## src/rtl/mem_port_arbiter_if.sv

```systemverilog
// Purpose: bundles the three requester handshakes (loader, data, fetch), the stall
//          outputs and the shared single-port memory bus of mem_port_arbiter.
// Ports:   slave modport = arbiter side; master modport = requesters + memory side.
interface mem_port_arbiter_if #(
    parameter int AW = 32,
    parameter int DW = 32
);
    // Loader (write-only requester)
    logic          ld_req;
    logic [AW-1:0] ld_addr;
    logic [DW-1:0] ld_wdata;
    logic          ld_ack;
    // MEM-stage load/store
    logic          d_req;
    logic          d_we;
    logic [AW-1:0] d_addr;
    logic [DW-1:0] d_wdata;
    logic          d_ack;
    logic [DW-1:0] d_rdata;
    // IF-stage fetch (read-only requester)
    logic          f_req;
    logic [AW-1:0] f_addr;
    logic          f_ack;
    logic [DW-1:0] f_rdata;
    // Pipeline hold controls
    logic          f_stall;
    logic          d_stall;
    // Shared memory port
    logic          mem_re;
    logic          mem_we;
    logic [AW-1:0] mem_addr;
    logic [DW-1:0] mem_wdata;
    logic [DW-1:0] mem_rdata;
    // Status
    logic [1:0]    grant;
    logic          busy;

    modport slave (
        input  ld_req, ld_addr, ld_wdata,
        input  d_req, d_we, d_addr, d_wdata,
        input  f_req, f_addr,
        input  mem_rdata,
        output ld_ack, d_ack, d_rdata, f_ack, f_rdata,
        output f_stall, d_stall,
        output mem_re, mem_we, mem_addr, mem_wdata,
        output grant, busy
    );

    modport master (
        output ld_req, ld_addr, ld_wdata,
        output d_req, d_we, d_addr, d_wdata,
        output f_req, f_addr,
        output mem_rdata,
        input  ld_ack, d_ack, d_rdata, f_ack, f_rdata,
        input  f_stall, d_stall,
        input  mem_re, mem_we, mem_addr, mem_wdata,
        input  grant, busy
    );
endinterface

```

## src/rtl/mem_port_arbiter.sv

```systemverilog
// Purpose: sequences one single-port memory among loader, MEM-stage data and IF fetch
//          (fixed priority loader > data > fetch) with req/ack handshakes.
// Latency: read ack MEM_LAT+1 cycles after req is seen in IDLE, write ack after 2; one IDLE cycle between transactions.
// Backpressure: losers simply keep req high; f_stall/d_stall = req & ~ack hold the pipeline.
// Ports: clk, Reset (async, active-high), bus (mem_port_arbiter_if.slave: requester
//        req/addr/wdata/ack/rdata, f_stall/d_stall, mem_re/we/addr/wdata/rdata, grant, busy).
// Option: define ARB_FAIR_EN to alternate data/fetch when both contend with no loader request.
module mem_port_arbiter #(
    parameter int AW      = 32,
    parameter int DW      = 32,
    parameter int MEM_LAT = 1      // 1..15 cycles from mem_re to valid mem_rdata
) (
    input  logic                clk,
    input  logic                Reset,
    mem_port_arbiter_if.slave   bus
);
    typedef enum logic [1:0] {IDLE, ISSUE, WAIT, RESP} state_t;

    localparam logic [1:0] GNT_NONE   = 2'b00;
    localparam logic [1:0] GNT_FETCH  = 2'b01;
    localparam logic [1:0] GNT_DATA   = 2'b10;
    localparam logic [1:0] GNT_LOADER = 2'b11;

    // Counter preload: ISSUE already accounts for one latency cycle.
    localparam logic [3:0] WAIT_LOAD = 4'(MEM_LAT - 1);

    state_t        state;
    logic [1:0]    grantReg;
    logic          curWe;
    logic          memRe;
    logic          memWe;
    logic [AW-1:0] memAddr;
    logic [DW-1:0] memWdata;
    logic [3:0]    waitCnt;
    logic          ldAck;
    logic          dAck;
    logic          fAck;
    logic [1:0]    winner;

`ifdef ARB_FAIR_EN
    logic lastDp;       // 1 = data won the most recent data-vs-fetch contest
    logic contested;

    always_comb begin
        contested = bus.d_req & bus.f_req & ~bus.ld_req;
        winner    = GNT_NONE;
        if (bus.ld_req)
            winner = GNT_LOADER;
        else if (contested)
            winner = lastDp ? GNT_FETCH : GNT_DATA;
        else if (bus.d_req)
            winner = GNT_DATA;
        else if (bus.f_req)
            winner = GNT_FETCH;
    end

    // Only genuine data-vs-fetch contests move the fairness pointer.
    always_ff @(posedge clk or posedge Reset) begin
        if (Reset)
            lastDp <= 1'b0;
        else if (state == IDLE && contested)
            lastDp <= (winner == GNT_DATA);
    end
`else
    always_comb begin
        winner = GNT_NONE;
        if (bus.ld_req)
            winner = GNT_LOADER;
        else if (bus.d_req)
            winner = GNT_DATA;
        else if (bus.f_req)
            winner = GNT_FETCH;
    end
`endif

    always_ff @(posedge clk or posedge Reset) begin
        if (Reset) begin
            state    <= IDLE;
            grantReg <= GNT_NONE;
            curWe    <= 1'b0;
            memRe    <= 1'b0;
            memWe    <= 1'b0;
            memAddr  <= '0;
            memWdata <= '0;
            waitCnt  <= 4'd0;
            ldAck    <= 1'b0;
            dAck     <= 1'b0;
            fAck     <= 1'b0;
        end else begin
            // Strobes and acks are single-cycle pulses unless re-armed below.
            memRe <= 1'b0;
            memWe <= 1'b0;
            ldAck <= 1'b0;
            dAck  <= 1'b0;
            fAck  <= 1'b0;
            case (state)
                IDLE: begin
                    if (winner != GNT_NONE) begin
                        grantReg <= winner;
                        state    <= ISSUE;
                        case (winner)
                            GNT_LOADER: begin
                                memAddr  <= bus.ld_addr;
                                memWdata <= bus.ld_wdata;
                                curWe    <= 1'b1;
                                memWe    <= 1'b1;
                            end
                            GNT_DATA: begin
                                memAddr  <= bus.d_addr;
                                memWdata <= bus.d_wdata;
                                curWe    <= bus.d_we;
                                memWe    <= bus.d_we;
                                memRe    <= ~bus.d_we;
                            end
                            default: begin
                                memAddr <= bus.f_addr;
                                curWe   <= 1'b0;
                                memRe   <= 1'b1;
                            end
                        endcase
                    end
                end
                ISSUE: begin
                    if (curWe || (MEM_LAT == 1)) begin
                        state <= RESP;
                        ldAck <= (grantReg == GNT_LOADER);
                        dAck  <= (grantReg == GNT_DATA);
                        fAck  <= (grantReg == GNT_FETCH);
                    end else begin
                        waitCnt <= WAIT_LOAD;
                        state   <= WAIT;
                    end
                end
                WAIT: begin
                    if (waitCnt <= 4'd1) begin
                        waitCnt <= 4'd0;
                        state   <= RESP;
                        ldAck   <= (grantReg == GNT_LOADER);
                        dAck    <= (grantReg == GNT_DATA);
                        fAck    <= (grantReg == GNT_FETCH);
                    end else begin
                        waitCnt <= waitCnt - 4'd1;
                    end
                end
                default: begin   // RESP
                    state    <= IDLE;
                    grantReg <= GNT_NONE;
                end
            endcase
        end
    end

    assign bus.ld_ack    = ldAck;
    assign bus.d_ack     = dAck;
    assign bus.f_ack     = fAck;
    // Read data is only meaningful while the matching ack is high.
    assign bus.d_rdata   = bus.mem_rdata;
    assign bus.f_rdata   = bus.mem_rdata;
    assign bus.f_stall   = bus.f_req & ~fAck;
    assign bus.d_stall   = bus.d_req & ~dAck;
    assign bus.mem_re    = memRe;
    assign bus.mem_we    = memWe;
    assign bus.mem_addr  = memAddr;
    assign bus.mem_wdata = memWdata;
    assign bus.grant     = grantReg;
    assign bus.busy      = (state != IDLE);
endmodule

```

## src/flat_wrapper.sv

```systemverilog
// flat-port wrapper written by rule: the top's interface ports become plain ports
module mem_port_arbiter_flat 
#(
    parameter int AW      = 32,
    parameter int DW      = 32,
    parameter int MEM_LAT = 1                                                    
)
  (clk, Reset, bus_ld_req, bus_ld_addr, bus_ld_wdata, bus_d_req, bus_d_we, bus_d_addr, bus_d_wdata, bus_f_req, bus_f_addr, bus_mem_rdata, bus_ld_ack, bus_d_ack, bus_d_rdata, bus_f_ack, bus_f_rdata, bus_f_stall, bus_d_stall, bus_mem_re, bus_mem_we, bus_mem_addr, bus_mem_wdata, bus_grant, bus_busy);
  mem_port_arbiter_if #(.AW(AW), .DW(DW)) bus_i ();
  input  logic clk;
  input  logic Reset;
  input wire logic [$bits(bus_i.ld_req)-1:0] bus_ld_req;
  input wire logic [$bits(bus_i.ld_addr)-1:0] bus_ld_addr;
  input wire logic [$bits(bus_i.ld_wdata)-1:0] bus_ld_wdata;
  input wire logic [$bits(bus_i.d_req)-1:0] bus_d_req;
  input wire logic [$bits(bus_i.d_we)-1:0] bus_d_we;
  input wire logic [$bits(bus_i.d_addr)-1:0] bus_d_addr;
  input wire logic [$bits(bus_i.d_wdata)-1:0] bus_d_wdata;
  input wire logic [$bits(bus_i.f_req)-1:0] bus_f_req;
  input wire logic [$bits(bus_i.f_addr)-1:0] bus_f_addr;
  input wire logic [$bits(bus_i.mem_rdata)-1:0] bus_mem_rdata;
  output wire logic [$bits(bus_i.ld_ack)-1:0] bus_ld_ack;
  output wire logic [$bits(bus_i.d_ack)-1:0] bus_d_ack;
  output wire logic [$bits(bus_i.d_rdata)-1:0] bus_d_rdata;
  output wire logic [$bits(bus_i.f_ack)-1:0] bus_f_ack;
  output wire logic [$bits(bus_i.f_rdata)-1:0] bus_f_rdata;
  output wire logic [$bits(bus_i.f_stall)-1:0] bus_f_stall;
  output wire logic [$bits(bus_i.d_stall)-1:0] bus_d_stall;
  output wire logic [$bits(bus_i.mem_re)-1:0] bus_mem_re;
  output wire logic [$bits(bus_i.mem_we)-1:0] bus_mem_we;
  output wire logic [$bits(bus_i.mem_addr)-1:0] bus_mem_addr;
  output wire logic [$bits(bus_i.mem_wdata)-1:0] bus_mem_wdata;
  output wire logic [$bits(bus_i.grant)-1:0] bus_grant;
  output wire logic [$bits(bus_i.busy)-1:0] bus_busy;
  assign bus_i.ld_req = bus_ld_req;
  assign bus_i.ld_addr = bus_ld_addr;
  assign bus_i.ld_wdata = bus_ld_wdata;
  assign bus_i.d_req = bus_d_req;
  assign bus_i.d_we = bus_d_we;
  assign bus_i.d_addr = bus_d_addr;
  assign bus_i.d_wdata = bus_d_wdata;
  assign bus_i.f_req = bus_f_req;
  assign bus_i.f_addr = bus_f_addr;
  assign bus_i.mem_rdata = bus_mem_rdata;
  assign bus_ld_ack = bus_i.ld_ack;
  assign bus_d_ack = bus_i.d_ack;
  assign bus_d_rdata = bus_i.d_rdata;
  assign bus_f_ack = bus_i.f_ack;
  assign bus_f_rdata = bus_i.f_rdata;
  assign bus_f_stall = bus_i.f_stall;
  assign bus_d_stall = bus_i.d_stall;
  assign bus_mem_re = bus_i.mem_re;
  assign bus_mem_we = bus_i.mem_we;
  assign bus_mem_addr = bus_i.mem_addr;
  assign bus_mem_wdata = bus_i.mem_wdata;
  assign bus_grant = bus_i.grant;
  assign bus_busy = bus_i.busy;
  mem_port_arbiter #(.AW(AW), .DW(DW), .MEM_LAT(MEM_LAT)) u_core (.clk(clk), .Reset(Reset), .bus(bus_i));
endmodule
```

## config.mk

```make
export PLATFORM = sky130hd
export DESIGN_NAME = mem_port_arbiter_flat
export DESIGN_NICKNAME = d
export VERILOG_FILES = /design/src/rtl/mem_port_arbiter_if.sv /design/src/rtl/mem_port_arbiter.sv /design/src/flat_wrapper.sv
export SDC_FILE = /design/constraint.sdc
export NUM_CORES = 1
export LEC_CHECK = 0
export ABC_AREA = 1
export ABC_CLOCK_PERIOD_IN_PS = 5400
export CAP_MARGIN = 15
export CORE_AREA = 2 2 130 132
export DETAILED_ROUTE_END_ITERATION = 10
export DIE_AREA = 0 0 132 134
export GPL_TIMING_DRIVEN = 0
export MAX_ROUTING_LAYER = met4
export PLACE_DENSITY = 0.67
export REMOVE_ABC_BUFFERS = 1
export SYNTH_ARGS = -nofsm -noshare
export SYNTH_HDL_FRONTEND = slang
export SYNTH_SLANG_ARGS = --single-unit
```

## constraint.sdc

```tcl
create_clock -name clk -period 5.4 [get_ports clk]
set_input_delay 1.35 -clock clk [delete_from_list [all_inputs] [get_ports clk]]
set_output_delay 1.35 -clock clk [all_outputs]
set_load 0.02 [all_outputs]
```

==> Word-level counts from Yosys, hierarchy flattened <==
Index checks and enable logic that the tools add are counted.
{ "totals": {"out_inout_bits": 138, "regBits": 77} }
{ "op_classes": {"addsub": 1, "order_cmp": 1, "muxes": 23, "n_eq_ne": 9, "reduce_logical": 9, "n_bitwise": 6} }
{ "ops": {"columns": ["cell", "count"], "rows": [
  ["32-bit one-hot mux with 2 select lines", 2],
  ["2-bit equality test, second input constant", 5],
  ["2-bit 2-to-1 mux", 5],
  ["1-bit one-hot mux with 2 select lines", 5],
  ["1-bit 2-to-1 mux", 8],
  ["2-bit one-hot mux with 3 select lines", 1],
  ["2-bit AND reduction", 3],
  ["2-bit nonzero test", 3],
  ["2-bit by 1-bit equality test with 1-bit output, second input constant", 2],
  ["4-bit by 1-bit <= comparator with 1-bit output, second input constant", 1],
  ["4-bit 2-to-1 mux", 1],
  ["2-bit by 1-bit != test with 1-bit output, second input constant", 2],
  ["1-bit inverter", 4],
  ["2-bit one-hot mux with 2 select lines", 1],
  ["4-bit by 1-bit subtractor with 4-bit output, second input constant", 1],
  ["3-bit AND reduction", 1],
  ["1-bit AND", 2],
  ["2-bit logical NOT", 1],
  ["2-bit OR reduction", 1]
]} }

==> Depth between registers and ports, before layout <==
{ "depth": {"word_depth": 7, "mapped_depth": 8, "mapped_depth_nobuf": 8} }

==> Least setup slack after synthesis <==
Ideal clock, no wire load.
{ "synth_path": {"kind": "input-to-output", "from": "in bus_f_req", "to": "out bus_f_stall", "path_slack_ps": 2370, "t_arrival_ps": 1680, "required_ps": 4050, "cell_stages": 2, "n_path_buf": 0, "path_cell_list": "inv_1 nor2_1"} }
{ "synth_via": {"elab_chain_len": 1} }
{ "synth_lines": {"columns": ["element", "line_no", "rtl"], "rows": [
  ["start, declared", "flat_wrapper.sv:19", "input wire logic [$bits(bus_i.f_req)-1:0] bus_f_req;"],
  ["1-bit AND", "mem_port_arbiter.sv:159", "assign bus.f_stall = bus.f_req & ~fAck;"],
  ["end, declared", "flat_wrapper.sv:27", "output wire logic [$bits(bus_i.f_stall)-1:0] bus_f_stall;"]
]} }
Every way passes these cells.

==> Worst setup path in the final report <==
{ "layout_path": {"from": "in bus_d_req", "to": "out bus_d_stall"} }
{ "layout_via": {"elab_chain_len": 1} }
{ "layout_lines": {"columns": ["element", "line_no", "rtl"], "rows": [
  ["start, declared", "flat_wrapper.sv:15", "input wire logic [$bits(bus_i.d_req)-1:0] bus_d_req;"],
  ["1-bit AND", "mem_port_arbiter.sv:160", "assign bus.d_stall = bus.d_req & ~dAck;"],
  ["end, declared", "flat_wrapper.sv:28", "output wire logic [$bits(bus_i.d_stall)-1:0] bus_d_stall;"]
]} }
Every way passes these cells.

==> run metrics <==
status=finished, final reports clean; maximum number of pins on one net before global-route repair=47; peak supply drop=178 uV; Mean Syn Cell Area=7.33 um2; maximum net fanout on the critical path=5; fraction of the yosys area taken by sequential cells=0.438; fraction of final layout cells with drive strength greater than 1=0.0366; hold_buf cts=0; Critical Path Stages=4; 1st-iter DRT viols=130; reported max-cap violation count=0; Antenna Diode Count=0; height of the die=134 um; GRT Util Overall=0.192; routability congestion estimate=0.768; final instance area=6810 um2; number of gates resized after cts=0; CP top delay family=buffers and inverters; number of port buffers=239; post-route minimum period=4050 ps; # clock sinks=77; net count reported at finish=963; number of buffers between clock root and the deepest sink=2; Critical Path Max Stage Delay=610 ps; beginning of the worst register-to-register path=u_core.state[0]$_DFFE_PP0P_; core occupancy in the finished layout=0.418; CTS root buffer=clkbuf_16; std cell rows=47; cell area after technology mapping=4400 um2; synthesized instance count=601; PwrDens=486 nW/um2; leakage power=3.10 nW; total vias in the final route=4444; effective utilization at floorplan=0.270; number of flops mapped to enable cells by yosys=0; number of flip-flops and latches in the synthesized netlist=77; post-synth cell types=22; grt total ovfl=0; Post-DRT Antenna Nets=0; clock tree from TritonCTS=done; Yosys warning count=0; Residual DRC=0; half-perimeter wire length after detailed placement=12200 um; endpoint of the most critical register-to-register path=u_core.bus.mem_wdata[24]$_DFFE_PP0P_; total CTS buffers=9; final number of hold-violating endpoints=0; category of the worst setup path capture point=output pin; cell repeated most along the worst path=clkdlybuf4s50_1; wire length of the first global-routing pass=25300 um; fmax=247 MHz; die width=132 um; setup fix buffers added after clock tree synthesis=0; worst clock skew on the final layout=5.24 ps; Fin Setup TNS=0 ps; unrepaired setup endpoints after global routing=no; antenna violations before repair=0; CORE AREA=16300 um2; number of iterations in the first detailed-routing pass=4; type of origin of the critical path=input port; cells traversed along the worst timing path=clkdlybuf4s50_1 -> inv_2 -> nor2_1 -> clkdlybuf4s50_1; slowest cell on the critical path=clkdlybuf4s50_1; capture point of the critical path=bus_d_stall; class of the tightest hold or removal check=register to register; arrival time of data at the critical path endpoint=2700 ps; Worst setup startpoint=bus_d_req; Area Growth Syn to Fin=54.7%; setup violation total in the final timing report=0; top flip-flop cell by instance count after synthesis=dfrtp_1; Rel. slew slack=0.314; Least-Margin Pin Slew=1030 ps; number of global-route vias before repair=4462; R2R cell count=7; number of pins with negative max-slew slack in the final report=0; count of boundary I/O pins=336; standard cell area after detailed placement=6460 um2; wire length per cell after detailed routing=16.8 um; crit path kind=input port to output pin; mean number of vias per cell=4.52; buffers plus inverters on the worst setup path=3; Synth async-reset ratio=1.00; final period utilization=0.750; H-Tree Depth=3; die area=17700 um2; data required time at the worst endpoint=4050 ps; total wire length=16500 um; Power Total=0.00331 W; Reg2Reg Setup Slack=3090 ps; clk_lat worst skew=330 ps; clock transition at the registers of the reported paths=60 ps
## report_power, final
| part | internal, W | switching, W | total (W) |
|---|---|---|---|
| logic | 0.000730 | 0.000871 | 0.00160 |
| registers | 0.000848 | 0.000155 | 0.00100 |
| clock network | 0.000455 | 0.000251 | 0.000706 |
## cell type report
type / count / area (um2)
Timing Repair Buffer: 240 / 2410
Tap cell: 220 / 275
Inverter: 23 / 88.8
Fill cell: 1690 / 9480
Clock inverter: 7 / 121
Multi-Input combinational cell: 408 / 1760
Clock buffer: 9 / 225
Sequential cell: 77 / 1930
## kinds of logic after synthesis
kind of cell / synth area share
AOI/OAI and AO/OA: 0.0824
xor gates and xnor gates: 0.00199
adders and majority gates: 0.0170
buffers and inverters: 0.163
DFF: 0.438
and+or+nand+nor: 0.298
## placed cells by master (no fill, tap or decap), drive strengths merged
| master | n |
|---|---|
| inv | 25 |
| buf | 2 |
| dfrtp | 77 |
| o22ai | 1 |
| nand3 | 37 |
| xor2 | 1 |
| clkinv | 2 |
| a31oi | 1 |
| a21oi | 2 |
| o21ai | 68 |
| nor2 | 45 |
| bufinv | 3 |
| nand4 | 2 |
| clkdlybuf4s50 | 238 |
| nand2 | 245 |
| ha | 6 |
| clkbuf | 9 |
## metrics by stage
| step | cells | hold slack (ps) | worst slack [ps] |
|---|---|---|---|
| final | 984 | 475 | 1350 |
| after global routing | 984 | 488 | 1190 |
| after CTS | 984 | 480 | 1350 |
| after detailed placement | 968 | 464 | 1040 |
| after global placement | 967 | 461 | -186 |
| after floorplan | 508 | 488 | 2080 |
## flip-flops by register name (all words and copies together) (netlist names)
signal,flops
u_core.bus.d_ack,1
u_core.bus.f_ack,1
u_core.bus.grant,2
u_core.bus.ld_ack,1
u_core.bus.mem_addr,32
u_core.bus.mem_re,1
u_core.bus.mem_wdata,32
u_core.bus.mem_we,1
u_core.state,2
u_core.waitCnt,4
## synth_stat cells, drive strengths merged (2+ instances only)
cell	n	share of area
buf	88	0.14
ha	6	0.017
nand4	2	0.0028
nor2	45	0.043
nand2	245	0.21
a21oi	2	0.0023
clkbuf	5	0.0045
o21ai	68	0.077
dfrtp	77	0.44
nand3	37	0.042
inv	23	0.020
## routing by layer
layer / vias to the layer above / global-route usage / wire (um)
li1: 2136 / - / -
met1: 2020 / 0.234 / 7190
met2: 268 / 0.259 / 6680
met3: 20 / 0.124 / 2430
met4: 0 / 0.0562 / 240
met5: - / - / 0
## tightest hold or removal path, delay by kind of cell, from the launching register on
family	cells	cell delay [ps]
flops	1	340
simple gates	2	110
## worst min-delay path by stage
stage / to / cells past startpoint / slack [ps] / from
after floorplan: u_core.waitCnt[0]$_DFFE_PP0N_ / 1 / 490 / u_core.waitCnt[0]$_DFFE_PP0N_
after global routing: u_core.bus.mem_addr[6]$_DFFE_PP0P_ / 2 / 490 / u_core.bus.mem_addr[6]$_DFFE_PP0P_
final: u_core.bus.mem_addr[6]$_DFFE_PP0P_ / 2 / 480 / u_core.bus.mem_addr[6]$_DFFE_PP0P_
after CTS: u_core.bus.mem_addr[6]$_DFFE_PP0P_ / 2 / 480 / u_core.bus.mem_addr[6]$_DFFE_PP0P_
after detailed placement: u_core.bus.mem_addr[6]$_DFFE_PP0P_ / 2 / 460 / u_core.bus.mem_addr[6]$_DFFE_PP0P_
after global placement: u_core.bus.mem_addr[6]$_DFFE_PP0P_ / 2 / 460 / u_core.bus.mem_addr[6]$_DFFE_PP0P_
Power figures use the tool's default switching activity.
